### config.mk
export PLATFORM = sky130hd
export DESIGN_NAME = mem_stage
export DESIGN_NICKNAME = d
export VERILOG_FILES = /design/src/rtl/mem_pkg.sv /design/src/rtl/mem_stage.sv
export SDC_FILE = /design/constraint.sdc
export NUM_CORES = 1
export LEC_CHECK = 0
export ABC_AREA = 1
export BUFFER_PORTS_ARGS = -buffer_cell sky130_fd_sc_hd__buf_2
export CELL_PAD_IN_SITES_DETAIL_PLACEMENT = 1
export CELL_PAD_IN_SITES_GLOBAL_PLACEMENT = 1
export CORE_UTILIZATION = 40
export CTS_CLUSTER_SIZE = 25
export DETAILED_ROUTE_END_ITERATION = 12
export PLACE_DENSITY_LB_ADDON = 0.05
export SLEW_MARGIN = 20
export SYNTH_ARGS = -nofsm -noshare
export SYNTH_HDL_FRONTEND = slang
export SYNTH_SLANG_ARGS = --single-unit
### constraint.sdc
create_clock -name clk -period 22.1 [get_ports clk]
set_clock_uncertainty 0.1 [all_clocks]
set_input_delay 3.315 -clock clk [delete_from_list [all_inputs] [get_ports clk]]
set_output_delay 3.315 -clock clk [all_outputs]
set_load 0.05 [all_outputs]
### src/rtl/mem_pkg.sv
// Shared types and constants for the MEM pipeline stage.
package mem_pkg;

  typedef enum logic {
    IDLE = 1'b0,
    WAIT = 1'b1
  } state_t;

  // Opcodes shared with the EX stage.
  localparam logic [5:0] OP_LW = 6'b001100;
  localparam logic [5:0] OP_SW = 6'b001101;

  typedef struct packed {
    logic        valid;
    logic        we;
    logic [4:0]  rd_add;
    logic [31:0] data;
  } mem_wb_t;

  // Word accesses must have the two byte-offset bits clear.
  function automatic logic word_aligned(input logic [1:0] lsb);
    return lsb == 2'b00;
  endfunction

endpackage

### src/rtl/mem_stage.sv
// MEM pipeline stage: issues word loads/stores over a req/ack handshake,
// stalls EX while an access is outstanding and registers the MEM->WB bundle.
//
// state | meaning
// IDLE  | sample the EX bundle; ALU ops and error cases retire next cycle
// WAIT  | memory access outstanding; EX stalled until ack or timeout
module mem_stage
  import mem_pkg::*;
#(
  parameter int TIMEOUT = 64,
  parameter int ADDR_W  = 32
) (
  input  logic              clk,
  input  logic              reset,
  input  logic              valid_2_mem,
  input  logic [31:0]       rd,
  input  logic [31:0]       A,
  input  logic [31:0]       store_data_2_mem,
  input  logic              mem_read_2_mem,
  input  logic              mem_write_2_mem,
  input  logic              mem_to_reg_2_mem,
  input  logic [4:0]        rd_add_value_2_mem,
  output logic              stall_2_ex,
  output logic              dmem_req,
  output logic              dmem_we,
  output logic [ADDR_W-1:0] dmem_addr,
  output logic [31:0]       dmem_wdata,
  input  logic              dmem_ack,
  input  logic [31:0]       dmem_rdata,
  output logic              wb_valid,
  output logic              wb_we,
  output logic [4:0]        wb_rd_add,
  output logic [31:0]       wb_data,
  output logic              err_align,
  output logic              err_timeout,
  output logic              err_proto
);

  localparam int CNT_W = $clog2(TIMEOUT);
  localparam logic [CNT_W-1:0] CNT_LAST = CNT_W'(TIMEOUT - 1);

  state_t            state_q, state_d;
  logic [CNT_W-1:0]  cnt_q, cnt_d;
  logic              we_q, we_d;
  logic [ADDR_W-1:0] addr_q, addr_d;
  logic [31:0]       wdata_q, wdata_d;
  logic [4:0]        rd_add_q, rd_add_d;
  logic              m2r_q, m2r_d;
  logic [31:0]       alu_q, alu_d;
  mem_wb_t           wb_q, wb_d;
  logic              err_align_q, err_align_d;
  logic              err_timeout_q, err_timeout_d;
  logic              err_proto_q, err_proto_d;

  logic in_wait;
  logic both_rw;
  logic one_rw;
  logic start_acc;
  logic wait_live;

  assign in_wait   = (state_q == WAIT);
  assign both_rw   = mem_read_2_mem & mem_write_2_mem;
  assign one_rw    = mem_read_2_mem ^ mem_write_2_mem;
  assign start_acc = !in_wait && valid_2_mem && one_rw && word_aligned(A[1:0]);
  // Request stays up in WAIT until ack arrives or the timeout cycle is reached.
  assign wait_live = in_wait && !dmem_ack && (cnt_q != CNT_LAST);

  // Memory-side outputs: driven from inputs in the request cycle, from the
  // latched copy while waiting; forced low while reset is asserted.
  assign dmem_req   = !reset && (start_acc || wait_live);
  assign stall_2_ex = !reset && in_wait && !dmem_ack;
  assign dmem_we    = reset ? 1'b0 :
                      in_wait ? we_q : (start_acc ? mem_write_2_mem : 1'b0);
  assign dmem_addr  = reset ? '0 :
                      in_wait ? addr_q : (start_acc ? A[ADDR_W-1:0] : '0);
  assign dmem_wdata = reset ? '0 :
                      in_wait ? wdata_q : (start_acc ? store_data_2_mem : '0);

  assign wb_valid    = wb_q.valid;
  assign wb_we       = wb_q.we;
  assign wb_rd_add   = wb_q.rd_add;
  assign wb_data     = wb_q.data;
  assign err_align   = err_align_q;
  assign err_timeout = err_timeout_q;
  assign err_proto   = err_proto_q;

  // Next-state, latched access, WB bundle and sticky error computation.
  always_comb begin
    state_d       = state_q;
    cnt_d         = cnt_q;
    we_d          = we_q;
    addr_d        = addr_q;
    wdata_d       = wdata_q;
    rd_add_d      = rd_add_q;
    m2r_d         = m2r_q;
    alu_d         = alu_q;
    wb_d          = '0;
    err_align_d   = err_align_q;
    err_timeout_d = err_timeout_q;
    err_proto_d   = err_proto_q;

    case (state_q)
      IDLE: begin
        if (valid_2_mem) begin
          if (both_rw) begin
            err_proto_d   = 1'b1;
            wb_d.valid    = 1'b1;
            wb_d.rd_add   = rd_add_value_2_mem;
          end else if (one_rw) begin
            if (word_aligned(A[1:0])) begin
              state_d  = WAIT;
              cnt_d    = '0;
              we_d     = mem_write_2_mem;
              addr_d   = A[ADDR_W-1:0];
              wdata_d  = store_data_2_mem;
              rd_add_d = rd_add_value_2_mem;
              m2r_d    = mem_to_reg_2_mem;
              alu_d    = rd;
            end else begin
              err_align_d = 1'b1;
              wb_d.valid  = 1'b1;
              wb_d.rd_add = rd_add_value_2_mem;
            end
          end else begin
            wb_d.valid  = 1'b1;
            wb_d.we     = (rd_add_value_2_mem != 5'd0);
            wb_d.rd_add = rd_add_value_2_mem;
            wb_d.data   = rd;
          end
        end
      end
      WAIT: begin
        cnt_d = cnt_q + CNT_W'(1);
        if (dmem_ack) begin
          state_d     = IDLE;
          wb_d.valid  = 1'b1;
          wb_d.rd_add = rd_add_q;
          if (!we_q) begin
            wb_d.we   = (rd_add_q != 5'd0);
            wb_d.data = m2r_q ? dmem_rdata : alu_q;
          end
        end else if (cnt_q == CNT_LAST) begin
          state_d       = IDLE;
          err_timeout_d = 1'b1;
          wb_d.valid    = 1'b1;
          wb_d.rd_add   = rd_add_q;
        end
      end
      default: state_d = IDLE;
    endcase
  end

  // Register FSM state, timeout counter, latched access and outputs.
  always_ff @(posedge clk or posedge reset) begin
    if (reset) begin
      state_q       <= IDLE;
      cnt_q         <= '0;
      we_q          <= 1'b0;
      addr_q        <= '0;
      wdata_q       <= '0;
      rd_add_q      <= '0;
      m2r_q         <= 1'b0;
      alu_q         <= '0;
      wb_q          <= '0;
      err_align_q   <= 1'b0;
      err_timeout_q <= 1'b0;
      err_proto_q   <= 1'b0;
    end else begin
      state_q       <= state_d;
      cnt_q         <= cnt_d;
      we_q          <= we_d;
      addr_q        <= addr_d;
      wdata_q       <= wdata_d;
      rd_add_q      <= rd_add_d;
      m2r_q         <= m2r_d;
      alu_q         <= alu_d;
      wb_q          <= wb_d;
      err_align_q   <= err_align_d;
      err_timeout_q <= err_timeout_d;
      err_proto_q   <= err_proto_d;
    end
  end

endmodule

==> results of run 1 <==
-- report_power, final --
| group | internal, mW | switching, mW |
|---|---|---|
| Sequential | 0.333 | 0.0386 |
| Clock | 0.154 | 0.116 |
| Combinational | 0.0598 | 0.111 |
-- worst reg2reg max path: cells and delay by family, from the launching register on --
kind,cells,cell delay (ns)
buf+inv,3,2.30
simple gates,3,0.94
flops,1,0.37
compound gates,1,0.10
-- flip-flops by register name, summed over array words and instances, names as in the netlist --
signal,count
cnt_q,6
err_timeout,1
err_proto,1
err_align,1
we_q,1
alu_q,32
wb_we,1
wb_valid,1
m2r_q,1
wdata_q,32
in_wait,1
wb_data,32
wb_rd_add,5
rd_add_q,5
addr_q,32
-- layer usage --
metal	track usage (%)	up-vias	wire, um
met5	0	-	22
met4	5.835	4	291
met3	5.944	25	1350
met2	37.13	169	10260
met1	27.65	3271	9103
li1	-	3477	-
-- path summary, 6_finish.rpt --
path | end | cells after the start
setup / recovery | dmem_wdata[22] | 6
hold / removal | err_align$_DFFE_PP0P_ | 1
setup reg to reg | wdata_q[4]$_DFFE_PP0P_ | 7
hold reg to reg | err_align$_DFFE_PP0P_ | 1
max in group asynchronous | addr_q[19]$_DFFE_PP0P_ | 3
min in group asynchronous | alu_q[4]$_DFFE_PP0P_ | 2
-- area by class of cell --
type / count / area [sq um]
Sequential cell: 152 / 3806
Tap cell: 260 / 325.3
Fill cell: 2414 / 9296
Clock inverter: 12 / 103.9
Clock buffer: 19 / 432.9
Antenna cell: 1 / 2.502
Timing Repair Buffer: 255 / 1297
Inverter: 145 / 551.8
Multi-Input combinational cell: 606 / 3014
-- Yosys cell counts (all sizes together) --
| cell | instances | area [sq um] |
|---|---|---|
| or2 | 2 | 12.52 |
| inv | 145 | 544.3 |
| o21ai | 232 | 1424 |
| buf | 39 | 301.5 |
| nand4 | 3 | 18.77 |
| nand2 | 267 | 1005 |
| dfrtp | 152 | 3804 |
| ha | 2 | 25.02 |
| nand3b | 2 | 27.53 |
| nor2 | 13 | 61.31 |
| a21oi | 2 | 10.01 |
| nand3 | 78 | 395.4 |
| a21o | 1 | 7.510 |
| clkbuf | 24 | 90.09 |
| nor3 | 1 | 5.000 |
| o21bai | 3 | 22.52 |
-- cell families after synthesis --
| group | synth area share [%] |
|---|---|
| DFF | 49.06 |
| and+or+nand+nor | 19.67 |
| adders and majority gates | 0.3227 |
| buffers and inverters | 12.07 |
| AOI/OAI and AO/OA | 18.88 |
==> reports/qor.log, run 1 <==
qor: run_status.run_status complete, no violations
qor: clock_network.numCtsBuffers 17
qor: critical_path.worstSetupEndpointType output pin
qor: place.dpl.hpwl 14.19 mm
qor: critical_path.critPathArrivalTime 5.41 ns
qor: critical_path.cp.buffers_inverters 4
qor: place.numPortBuffers 248
qor: critical_path.timing.critical_path.slowest_cell_delay 0.69 ns
qor: route.route.detailed.vias_per_inst 4.790
qor: timing.slew_headroom 33.06%
qor: timing.achievable-frequency 113.3 MHz
qor: power.worst_ir_drop_vdd 0.00005133 V
qor: layout.drive_gt1_share 30.78%
qor: critical_path.worst_path_dominant_cell_family buffers and inverters
qor: place.placement.setup.worst_slack 12.92 ns
qor: timing.slew_viol_final 0
qor: yosys.synth_area_per_cell 8.027 sq um
qor: route.first_iter_violations 327
qor: critical_path.startpoint reset
qor: timing.final.setup.tns 0 ns
qor: critical_path.worstPathRequired 18.69 ns
qor: clock_network.ctsResizeCount 0
qor: floorplanning.die_x 141.2 um
qor: route.antenna_viol_nets_final 0
qor: clock_network.htreeDepth 4
qor: timing.worst_hold_slack 0.3693 ns
qor: place.post-place-cells 1418
qor: min_path.timing.hold.worst.start err_align$_DFFE_PP0P_
qor: clock_network.cts.path.max_buffers 2
qor: floorplanning.die-area 0.01994 sq mm
qor: yosys.synth_seq_area_share 49.06%
qor: clock_network.clkSlewWorstSetupHoldPaths 0.06 ns
qor: route.wirelength 21.02 mm
qor: clock_network.post_cts_hold_buffer_count 0
qor: floorplanning.row_count 50
qor: layout.layout_common_cells 266 x sky130_fd_sc_hd__nand2_1, 248 x sky130_fd_sc_hd__buf_2, 150 x sky130_fd_sc_hd__dfrtp_1
qor: timing.final.min_clock_period 8.825 ns
qor: clock_network.tritoncts done
qor: place.gp_congestion 0.7407
qor: global_routing.global_route_wire_length_before_repair 34.99 mm
qor: floorplanning.fp.coreArea 0.01883 sq mm
qor: critical_path.critical-path-top-cell-by-count sky130_fd_sc_hd__buf_2
qor: critical_path.critical_path.cell_chain buf_2 -> inv_8 -> buf_6 -> nand2_1 -> o21ai_0 -> buf_2
qor: timing.fin_ws 13.28 ns
qor: layout.layout.cells.most_common sky130_fd_sc_hd__nand2_1
qor: critical_path.timing.critical_path.slowest_stage_cell sky130_fd_sc_hd__buf_6
qor: clock_network.ctsRootBufferMaster sky130_fd_sc_hd__clkbuf_16
qor: critical_path.startpoint_type input pin
qor: global_routing.grt_pass1_vias 7021
qor: layout.core_occupancy_in_the_finished_layout 50.63%
qor: critical_path.r2r_slack 18.22 ns
qor: yosys.yosys_warnings 0
qor: layout.synth_to_layout_area_growth 22.96%
qor: global_routing.grt_antenna_before_repair 3
qor: yosys.synth_cell_type_count 28
qor: layout.design.final.nets 1319
qor: yosys.synth_nets 1108
qor: clock_network.clock-sinks 152
qor: route.route.detailed.drc 0
qor: timing.worstMarginPinSlew 1.004 ns
qor: power.power_density 85.18 mW/mm^2
qor: power.total_power 812.1 uW
qor: floorplanning.ioPinCount 249
qor: critical_path.criticalPathCategory input pin to output pin
qor: yosys.synthesis.area 0.007754 sq mm
qor: timing.setup_viol 0
qor: critical_path.critical_path_peak_fanout 114
qor: clock_network.post_cts_setup_bufs 0
qor: clock_network.insertion_delay 0.41 ns
qor: global_routing.grt.total_usage 21.97%
qor: yosys.syn_inst 966
qor: global_routing.grt_start_max_net_pins 115
qor: yosys.synth.ff_latch_count 152
qor: critical_path.reg2reg_from in_wait$_DFF_PP0_
qor: power.leakage 5.223 nW
qor: global_routing.grt_overflow_total 0
qor: layout.design_area 0.009534 sq mm
qor: floorplanning.floorplan.initialDensity 41.18%
qor: min_path.worst_hold_path_type register to register
qor: route.routedWlPerCell 14.50 um
qor: flow_run.max_cap_violations 0
qor: route.dr.pass1.iters 4
qor: place.place_area 0.008991 sq mm
qor: route.vias 6946
qor: timing.hold_violations 0
qor: timing.layout_worst_path_cycle_share 39.93%
qor: layout.layoutNonFillerInstCount 1450
qor: timing.grt_setup_unrepaired false
qor: floorplanning.die-height 141.2 um
Note: power is estimated with default switching activity, not from simulation.
==> inputs of run 2 (changes only) <==
CORE_UTILIZATION = 33   (was 40)
clock period = 7.4 ns   (was 22.1 ns; I/O delays follow)
==> run 2 against run 1 <==
Non-clock buffer count is 2 lower. Critical path depth is 1 lower. Combinational power grew to 2.9 times the previous value. Core utilization is 8.5 points lower. Largest cell class unchanged.
==> reports/qor.log, run 2 (same netlist as run 1, synthesis figures left out) <==
qor: route.routedWlPerCell 14.00 um
qor: power.psw 830.4 uW
qor: place.gp_congestion 0.7440
qor: place.dpl.hpwl 14.15 mm
qor: route.route.detailed.vias_per_inst 4.528
qor: power.power.internal 1.649 mW
qor: timing.achievable-frequency 220.8 MHz
qor: critical_path.worstPathRequired 6.19 ns
qor: route.vias 6797
qor: layout.design.final.nets 1317
qor: route.antenna_viol_nets_final 0
qor: global_routing.grt_pass1_vias 6696
qor: route.first_iter_violations 342
qor: floorplanning.row_count 55
qor: floorplanning.ioPinCount 249
qor: power.p_sw_share 33.49%
qor: floorplanning.die_x 155.3 um
qor: clock_network.cts.path.max_buffers 2
qor: clock_network.ctsRootBufferMaster sky130_fd_sc_hd__clkbuf_16
qor: clock_network.post_cts_hold_buffer_count 0
qor: global_routing.grt.total_usage 17.87%
qor: route.route.layer.met1.wl 10.36 mm
qor: layout.layout_common_cells 265 x sky130_fd_sc_hd__nand2_1, 248 x sky130_fd_sc_hd__buf_2, 150 x sky130_fd_sc_hd__dfrtp_1
qor: critical_path.startpoint mem_write_2_mem
qor: timing.slew_headroom 29.37%
qor: flow_run.max_cap_violations 0
qor: timing.setup_viol 0
qor: clock_network.htreeDepth 4
qor: timing.final.setup.tns 0 ns
qor: global_routing.grt_start_max_net_pins 191
qor: layout.core_occupancy_in_the_finished_layout 42.17%
qor: power.power.share.clock 35.2%
qor: global_routing.global_route_wire_length_before_repair 34.30 mm
qor: route.route.met2.wl 9.315 mm
qor: power.total_power 2.479 mW
qor: power.worst_ir_drop_vdd 0.0001305 V
qor: timing.worstMarginPinSlew 1.059 ns
qor: power.power_density 257.3 mW/mm^2
qor: clock_network.tritoncts done
qor: critical_path.endpoint dmem_wdata[28]
qor: route.detailroute.wirelength.met3 1.046 mm
qor: floorplanning.fp.coreArea 0.02285 sq mm
qor: timing.slew_viol_final 0
qor: clock_network.clock-sinks 152
qor: layout.synth_to_layout_area_growth 24.25%
qor: critical_path.r2r_slack 4.42 ns
qor: critical_path.reg2reg_from in_wait$_DFF_PP0_
qor: timing.layout_worst_path_cycle_share 61.21%
qor: power.comb_power_share 20.3%
qor: critical_path.criticalPathCategory input pin to output pin
qor: critical_path.critical_path_peak_fanout 63
qor: route.route.detailed.drc 0
qor: layout.fillCellCount 2899
qor: floorplanning.die-height 155.3 um
qor: power.leakage 5.235 nW
qor: critical_path.worstSetupEndpointType output pin
qor: route.wirelength 21.01 mm
qor: timing.hold_violations 0
qor: layout.layout.cells.most_common sky130_fd_sc_hd__nand2_1
qor: place.numPortBuffers 248
qor: clock_network.ctsResizeCount 0
qor: timing.worst_hold_slack 0.3600 ns
qor: layout.drive_gt1_share 30.92%
qor: floorplanning.die-area 0.02411 sq mm
qor: critical_path.startpoint_type input pin
qor: timing.final.min_clock_period 4.530 ns
qor: global_routing.grt_antenna_before_repair 1
qor: floorplanning.floorplan.initialDensity 33.94%
qor: place.place_area 0.009045 sq mm
qor: clock_network.insertion_delay 0.43 ns
qor: timing.grt_setup_unrepaired false
qor: critical_path.critPathArrivalTime 3.32 ns
qor: critical_path.capture_point_of_the_worst_reg_to_reg_path wdata_q[23]$_DFFE_PP0P_
qor: global_routing.grt_overflow_total 0
qor: clock_network.post_cts_setup_bufs 0
qor: min_path.worst_hold_path_type register to register
qor: power.seqPwrFrac 44.5%
qor: run_status.run_status complete, no violations
qor: critical_path.ff2ff_path_depth 6
qor: route.maxUsedRoutingLayer met4
qor: layout.design_area 0.009634 sq mm
qor: route.dr.pass1.iters 4
qor: clock_network.clkSlewWorstSetupHoldPaths 0.07 ns
qor: clock_network.numCtsBuffers 17
## run 2: cell count changes in the layout (fill, tap and decap cells not counted)
cell,delta
sky130_fd_sc_hd__nand2_1,-1
sky130_fd_sc_hd__clkinv_4,-1
sky130_fd_sc_hd__clkinv_2,-5
sky130_fd_sc_hd__nand2_2,+1
sky130_fd_sc_hd__clkinv_8,+2
sky130_fd_sc_hd__inv_8,+2
sky130_fd_sc_hd__buf_4,-1
sky130_fd_sc_hd__clkinvlp_4,-1
sky130_fd_sc_hd__clkbuf_1,-2
sky130_fd_sc_hd__buf_6,-1
sky130_fd_sc_hd__inv_6,+5
## run 2: stage by stage
step | std cells | setup WS, ns
final | 1501 | 2.870
after global routing | 1500 | 2.597
after CTS | 1500 | 2.819
after detailed placement | 1469 | 2.829
after global placement | 1469 | 2.938
after floorplan | 966 | 2.028
## run 2: metal layers
metal	vias up	track usage [%]
li1	3475	-
met5	-	0
met3	19	3.788
met4	0	5.042
met2	183	27.71
met1	3120	25.11
## run 2: worst max-delay path, stage by stage
cell and delay [ns]:
sky130_fd_sc_hd__buf_2 0.11, sky130_fd_sc_hd__ha_1 0.38, sky130_fd_sc_hd__nand3_2 0.80, sky130_fd_sc_hd__o21ai_0 0.55, sky130_fd_sc_hd__buf_2 0.33
## run 2: area by class of cell
cell class / instances / area, sq um / area share (%)
flip-flops and latches: 152 / 3806 / 39.51
multi-input cells: 606 / 3017 / 31.31
repair buffers: 253 / 1279 / 13.27
inverters: 145 / 556.8 / 5.779
clock buffers: 17 / 425.4 / 4.416
well taps: 313 / 391.6 / 4.065
clock inverters: 14 / 156.4 / 1.623
diodes: 1 / 2.502 / 0.02597
## run 2: worst min path at each step
stage | cells past startpoint | startpoint | end
after CTS | 1 | err_proto$_DFFE_PP0P_ | err_proto$_DFFE_PP0P_
after global placement | 2 | addr_q[1]$_DFFE_PP0P_ | addr_q[1]$_DFFE_PP0P_
after detailed placement | 1 | err_proto$_DFFE_PP0P_ | err_proto$_DFFE_PP0P_
after global routing | 1 | err_proto$_DFFE_PP0P_ | err_proto$_DFFE_PP0P_
final | 1 | err_proto$_DFFE_PP0P_ | err_proto$_DFFE_PP0P_
after floorplan | 2 | addr_q[0]$_DFFE_PP0P_ | addr_q[0]$_DFFE_PP0P_
## run 2: power groups by stage
stage          logic, mW  clock network (mW)  registers [mW]
3_3_place_gp       0.499                   0            1.11
6_report           0.503               0.872            1.10
5_1_grt            0.574               0.929            1.13
3_5_place_dp       0.511                   0            1.12
4_1_cts            0.512               0.901            1.11
2_1_floorplan      0.359                   0            1.13
